File: config.mk
export PLATFORM = sky130hd
export DESIGN_NAME = pipeline_stage_register
export DESIGN_NICKNAME = d
export VERILOG_FILES = /design/src/rtl/pipeline_pkg.sv /design/src/rtl/sat_counter.sv /design/src/rtl/pipeline_stage_register.sv
export SDC_FILE = /design/constraint.sdc
export NUM_CORES = 1
export LEC_CHECK = 0
export CAP_MARGIN = 15
export CORE_UTILIZATION = 50
export CTS_CLUSTER_DIAMETER = 120
export CTS_CLUSTER_SIZE = 16
export DETAILED_ROUTE_END_ITERATION = 7
export GPL_TIMING_DRIVEN = 0
export HOLD_SLACK_MARGIN = 0.08
export PLACE_DENSITY = 0.89
export SETUP_SLACK_MARGIN = 0.1
export SYNTH_ARGS = -nofsm -noshare
export SYNTH_HDL_FRONTEND = slang
export SYNTH_SLANG_ARGS = --single-unit
File: constraint.sdc
create_clock -name clk -period 1.7 [get_ports clk]
set_input_delay 0.34 -clock clk [delete_from_list [all_inputs] [get_ports clk]]
set_output_delay 0.34 -clock clk [all_outputs]
set_load 0.01 [all_outputs]
File: src/rtl/pipeline_pkg.sv
// Shared types for generic pipeline-boundary registers: occupancy states and
// per-boundary payload layouts.
package pipeline_pkg;

  localparam int INSTR_W = 32;
  localparam int PC_W    = 32;

  typedef enum logic [1:0] {
    ST_EMPTY = 2'd0,
    ST_ONE   = 2'd1,
    ST_FULL  = 2'd2
  } stage_state_t;

  typedef struct packed {
    logic [INSTR_W-1:0] instruction;
    logic [PC_W-1:0]    pc_plus_four;
  } fd_payload_t;

endpackage

File: src/rtl/sat_counter.sv
// Saturating up-counter used for per-stage statistics; sticks at all-ones.
module sat_counter #(
  parameter int W = 16
) (
  input  logic         clk,
  input  logic         reset,
  input  logic         inc,
  output logic [W-1:0] count
);

  always_ff @(posedge clk) begin
    if (reset) begin
      count <= '0;
    end else if (inc && (count != '1)) begin
      count <= count + 1'b1;
    end
  end

endmodule

File: src/rtl/pipeline_stage_register.sv
// Generic valid/ready inter-stage register with a 2-entry skid buffer, flush
// bubble insertion and registered in_ready. Optional stats via STAGE_STATS_EN.
module pipeline_stage_register
  import pipeline_pkg::*;
#(
  parameter int DATA_W     = $bits(fd_payload_t),
  parameter bit CLEAR_DATA = 1'b1,
  parameter int CNT_W      = 16
) (
  input  logic              clk,
  input  logic              reset,
  input  logic              flush,
  input  logic              in_valid,
  output logic              in_ready,
  input  logic [DATA_W-1:0] in_data,
  output logic              out_valid,
  input  logic              out_ready,
  output logic [DATA_W-1:0] out_data
`ifdef STAGE_STATS_EN
  ,
  output logic [CNT_W-1:0]  stall_count,
  output logic [CNT_W-1:0]  flush_count
`endif
);

  stage_state_t      state_p0;
  stage_state_t      state_nxt;
  logic              rdy_p0;
  logic [DATA_W-1:0] main_p0;
  logic [DATA_W-1:0] skid_p0;

  logic in_fire;
  logic out_fire;
  logic load_main_in;
  logic load_main_skid;
  logic load_skid;

  // in_ready depends only on a register and reset, never on out_ready.
  assign in_ready  = rdy_p0 & ~reset;
  assign out_valid = (state_p0 != ST_EMPTY);
  assign out_data  = main_p0;

  assign in_fire  = in_valid & in_ready;
  assign out_fire = out_valid & out_ready;

  always_comb begin
    state_nxt      = state_p0;
    load_main_in   = 1'b0;
    load_main_skid = 1'b0;
    load_skid      = 1'b0;
    case (state_p0)
      ST_EMPTY: begin
        if (in_fire) begin
          state_nxt    = ST_ONE;
          load_main_in = 1'b1;
        end
      end
      ST_ONE: begin
        if (in_fire && out_fire) begin
          load_main_in = 1'b1;
        end else if (in_fire) begin
          state_nxt = ST_FULL;
          load_skid = 1'b1;
        end else if (out_fire) begin
          state_nxt = ST_EMPTY;
        end
      end
      ST_FULL: begin
        if (out_fire) begin
          state_nxt      = ST_ONE;
          load_main_skid = 1'b1;
        end
      end
      default: state_nxt = ST_EMPTY;
    endcase
  end

  // ---- control stage: occupancy and registered ready ----
  always_ff @(posedge clk) begin
    if (reset || flush) begin
      state_p0 <= ST_EMPTY;
      rdy_p0   <= 1'b1;
    end else begin
      state_p0 <= state_nxt;
      rdy_p0   <= (state_nxt != ST_FULL);
    end
  end

  // ---- data stage: written only on accepted input or skid->main move ----
  always_ff @(posedge clk) begin
    if (reset || flush) begin
      if (CLEAR_DATA) begin
        main_p0 <= '0;
        skid_p0 <= '0;
      end
    end else begin
      if (load_main_in) begin
        main_p0 <= in_data;
      end else if (load_main_skid) begin
        main_p0 <= skid_p0;
      end
      if (load_skid) begin
        skid_p0 <= in_data;
      end
    end
  end

`ifdef STAGE_STATS_EN
  sat_counter #(.W(CNT_W)) u_stall_cnt (
    .clk   (clk),
    .reset (reset),
    .inc   (out_valid & ~out_ready & ~flush),
    .count (stall_count)
  );

  sat_counter #(.W(CNT_W)) u_flush_cnt (
    .clk   (clk),
    .reset (reset),
    .inc   (flush),
    .count (flush_count)
  );
`else
  logic [CNT_W-1:0] unused_cnt;
  assign unused_cnt = '0;
`endif

endmodule
==> results of run 1 <==
[routing by layer]
layer,track usage,vias to the layer above,wire length [µm]
met1,0.384,2949,7000
met4,0.185,0,776
li1,-,2771,-
met5,0,-,0
met2,0.520,495,8800
met3,0.0738,82,1840
[flip-flops by register name, indices dropped and copies added (netlist names)]
name	count
state_p0	2
rdy_p0	1
skid_p0	64
out_data	64
[power groups by stage]
stage                     clock, µW  sequential [µW]  combinational, µW
after floorplan                   0             3250                277
final                          4030             3160                714
after detailed placement          0             3230                691
after global placement            0             3220                675
after CTS                      3990             3160                671
after global routing           4160             3170                758
[kinds of logic after synthesis]
kind of cell / share of synthesized area
AOI/OAI and AO/OA: 0.229
and+or+nand+nor: 0.225
buffers and inverters: 0.0740
DFF: 0.472
[synthesized netlist by cell type (all sizes together)]
library cell	instances
and2b	1
nor2b	3
a21o	1
nand4bb	1
nand3	64
nand3b	1
clkbuf	26
a31oi	2
a211o	1
dfxtp	131
and3b	1
or2	2
or3	1
o21ai	64
buf	52
nand4b	1
nand2	130
a21oi	64
and4bb	1
a311oi	64
nand2b	1
nor3	65
[stage by stage]
stage	power [µW]	cells	area, µm²	hold slack (ps)
floorplan	3520	677	5560	419
global placement	3900	951	7080	461
detailed placement	3920	951	7080	468
CTS	7830	984	7680	400
global route	8080	985	7820	420
finish	7910	985	7820	395
[layout make-up]
class / count / area [µm²]
Fill cell: 779 / 3020
Buffer: 78 / 465
Multi-Input combinational cell: 468 / 2640
Clock inverter: 13 / 206
Tap cell: 140 / 175
Timing Repair Buffer: 136 / 1270
Sequential cell: 131 / 2630
Clock buffer: 19 / 442
[what timing repair did]
item,in CTS,in global routing
endpoints found under the hold margin,0,0
endpoints found under the setup margin,78,107
gates resized for setup,86,69
cloned,0,0
hold buffers,0,0
buffers inserted,1,1
pin swaps,1,2
[tightest hold or removal path, stage by stage]
cell,delay [ps]
clkdlybuf4s50_1,420
nand3_1,70
a21oi_1,60
[path summary, 6_finish.rpt]
kind / slack (ps) / cells past startpoint / from / end
setup / recovery: 30 / 3 / state_p0[1] / out_valid
hold / removal: 400 / 3 / in_data[20] / skid_p0[20]
setup reg to reg: 100 / 5 / state_p0[0] / out_data[28]
hold reg to reg: 480 / 2 / skid_p0[50] / skid_p0[50]
==> metrics.txt, run 1 <==
Setup-failing EPs final 0; drt total wl 18400 µm; worst-path fanout max 7; setup TNS 0 ps; Iter 0 DRT Violations 617; die area 0.0115 mm²; most frequent cell on the critical path buf_6; worst slew pin tran 639 ps; first-pass detailed-route iteration total 8; Final Max Tran Viols 0; Clock power frac 0.510; Fin. Hold Viols 0; fin util 0.722; static leakage 0.00287 µW; syn_nets 746; # clock sinks 131; Setup crit start kind flip-flop; Die X between 100 and 150 µm; Reg power frac 0.400; Tmin final 1670 ps; top post-synthesis cells by area dfxtp_1, a311oi_1, nand2_1; crit share post-route 0.984; first-pass GRT wire length just under 30000 µm; IO Pins 135; TritonCTS buffer count 17; crit-path cells buf_6 > or2_4 > buf_6; setup repair after global routing missed its margin yes; Required @ worst endpoint 1360 ps; status finished, violations left; Buffers & Inverters on Critical Path 2; share of cells above drive strength 1 0.164; Starting Density 0.513; Total GRT Usage 0.319; fin nets 901; gr ovfl total 0; Mapped Avg Cell Area 8.21 µm²; synthesized cell area 0.00556 mm²; total power divided by cell area 1010 mW/mm²; yosys warns 0; largest net degree at the start of global routing 17; IO Port Bufs 134; skew final 7.33 ps; top cell type's share of synthesized area 0.472; Synth cell types 29; Syn Inst Count 677; Placer Congestion 0.832; cell taking the most area after synthesis dfxtp_1; max-cap violations 0; via density per instance 6.39; slowest CP cell dfxtp_2; VDD IR-drop max 0.539 mV; failing checks design-rule violations; Fmax achieved 0.598 GHz; Sw Share 0.235; Routed WL per cell 18.7 µm; CTS tree built; Core Region 0.0108 mm²; via count 6297; max incr delay on CP 320 ps; sequential share of the synthesized area 0.472; Crit path max-delay family flip-flops; vias in the first global route 5996; Site Rows 38; # DRC 2; switching power 1860 µW; most frequent cells in the layout nand2_1, dfxtp_1, clkdlybuf4s50_1; Worst EP arrival 1330 ps; clock latency on the worst-skew pair between 500 and 600 ps; PnR worst setup slack 26.9 ps; FF+latch count, synth 131; Worst Setup End Kind primary output; H-Tree Depth 4; clk buf depth 2; Crit Path Class reg -> out; Post-DRT Antenna Nets 0; Die H 107 µm; Reg clk slew, reported paths ~60 ps; internal power 6050 µW; initial antenna violation count 0; Setup WS pre-CTS -448 ps; combinational group share of total power 0.090; area grow syn2layout 40.7%; Hold Crit Class in -> reg; clk root buf clkbuf_8; hpwl dp approximately 12000 µm; max_slew headroom 0.574; ant diodes 0
Power figures use the tool's default switching activity.
==> inputs of run 2 (changes only) <==
CTS_CLUSTER_DIAMETER = 100   (was 120)
==> results of run 2 <==
No change in the layout: final DEF, timing and power equal those of run 1.
==> RTL edit: new RTL, settings of run 2 <==
Change the parameter `CLEAR_DATA` from 1'b1 to 1'b0.
--- a/src/rtl/pipeline_stage_register.sv
+++ b/src/rtl/pipeline_stage_register.sv
@@ -4,7 +4,7 @@
   import pipeline_pkg::*;
 #(
   parameter int DATA_W     = $bits(fd_payload_t),
-  parameter bit CLEAR_DATA = 1'b1,
+  parameter bit CLEAR_DATA = 1'b0,
   parameter int CNT_W      = 16
 ) (
   input  logic              clk,
Behaviour: not the same (a bounded check fails within 4 cycles, from zero or initial values).
==> RTL edit against run 2 <==
Total power is 1.5% lower. Count of clock-buffer cells in the layout rose by 1. The flow finishes with violations (negative setup slack). Wire length is 39% lower. Area after synthesis is 9.9% lower. Final cell count down 43%. Sequential cell count did not move. Setup slack lost 0.22 ns. Design area rose by 0.70%.
==> RTL edit: results (changes against run 2) <==
Setup Viol. Count Final = 167 (+167)
Worst path arrival time = 2.14 ns (+0.81 ns)
Post-synth EDFFs = 128 (+128)
HPWL Detailed = 6340 um (-46%)
Path depth of the worst reg2reg path = 8 (+3)
Initial antenna violation count = 0 (unchanged)
CP top delay family = buffers and inverters
WHS Path Cells = 1 (-2)
Layout cells sized above 1 = 35.8% (+19 points)
Sequential element share of the synthesized area = 77.9% (+31 points)
Skew final = 0.00411 ns (-0.00322 ns)
Failing checks = negative setup slack
Routed wire length = 11200 um (-39%)
Maximum VDD drop = 0.000898 V (+67%)
Worst-Skew Late Latency = 0.52 ns (-0.03 ns)
Final worst setup slack = -0.197 ns (-0.224 ns)
Hold EP = skid_p0[7]
Global-route wire length before repair = 16200 um (-44%)
Vias = 2867 (-54%)
Synth cell types = 21 (-28%)
Status = complete, but fails checks
Slowest cell delay on critical path = 0.38 ns (+0.06 ns)
Slew HR = 71.6% (+14 points)
TritonRoute pass-1 iters = 4 (-4)
Fillers = 533 (-32%)
Int Pwr = 6.30 mW (+4.1%)
Final setup TNS = -19.87 ns (-19.87 ns)
List of most frequent post-synthesis cells = edfxtp_1 (128), mux2_4 (49), mux2_2 (15)
Leakage dissipation = 3.04 nW (+6.0%)
Mapped Nets = 290 (-61%)
GRT Total Usage = 22.2% (-9.7 points)
DRT iter0 DRCs = 111 (-82%)
Final #Nets = 489 (-46%)
Mux contribution to synthesized area = 18.3% (+18 points)
Critical Path Source = state_p0[1]
CTS Buf Count = 17 (unchanged)
Synth Area in Compound Gates = 0.874% (-22 points)
DP Area = 6650 sq um (-6.0%)
Hold Path Origin = in_data[7]
[RTL edit: cell count changes after synthesis, sizes merged, moves of 2 or more]
cell	before	now
a21oi	64	2
a311oi	64	0
a31oi	2	0
buf	52	7
clkbuf	26	0
dfxtp	131	3
edfxtp	0	128
mux2	0	64
nand2	130	2
nand3	64	1
nor3	65	0
o21ai	64	1
[RTL edit: how the worst max path moves through the flow]
stage / endpoint / cells after the start
finish: out_data[11] / 8
floorplan: skid_p0[0] / 2
global route: out_data[47] / 8
global placement: skid_p0[28] / 3
CTS: out_data[28] / 8
detailed placement: out_data[31] / 7
[RTL edit: area by class of cell]
class | instances | area [sq um] | area share (%)
Buffer | 6 | 91.3 | 1.16
Clock buffer | 20 | 425 | 5.40
Clock inverter | 12 | 163 | 2.06
Inverter | 1 | 3.75 | 0.0476
Multi-Input combinational cell | 82 | 1070 | 13.6
Sequential cell | 131 | 3910 | 49.6
Tap cell | 133 | 166 | 2.11
Timing Repair Buffer | 181 | 2040 | 26.0
[RTL edit: stage by stage]
step           cells  hold WS [ns]  power (mW)  setup slack (ns)
2_1_floorplan    221         0.411        3.87             -1.49
3_3_place_gp     488         0.501        4.13             -2.85
3_5_place_dp     494         0.530        4.15             -1.09
4_1_cts          559         0.383        7.80            -0.136
5_1_grt          566         0.388        8.01            -0.234
6_report         566         0.407        7.79            -0.197
[RTL edit: layer usage]
| metal | part of all wire (%) | vias up | global-route usage (%) |
|---|---|---|---|
| li1 | - | 1291 | - |
| met1 | 37 | 1442 | 23.7 |
| met2 | 55 | 114 | 39.0 |
| met3 | 5.8 | 20 | 8.21 |
| met4 | 2.0 | 0 | 10.8 |
| met5 | 0 | - | 0 |
[RTL edit: what timing repair did]
action / 4_1_cts / 5_1_grt
pin swaps: 2 / 1
setup endpoints to repair: 253 / 194
gates cloned: 6 / 4
setup buffers: 28 / 6
resized for setup: 104 / 15
[RTL edit: power by group through the flow]
stage               sequential, mW  combinational [mW]  clock (mW)
global route                  3.59               0.597        3.83
global placement              3.65               0.471           0
CTS                           3.58               0.541        3.68
detailed placement            3.65               0.497           0
floorplan                     3.67               0.203           0
finish                        3.59               0.568        3.64
[RTL edit: logic make-up after synthesis]
logic type             Yosys count
multiplexers                    65
AO/OA/AOI/OAI                    6
flip-flops                     131
AND/OR/NAND/NOR                 11
buffers and inverters            8
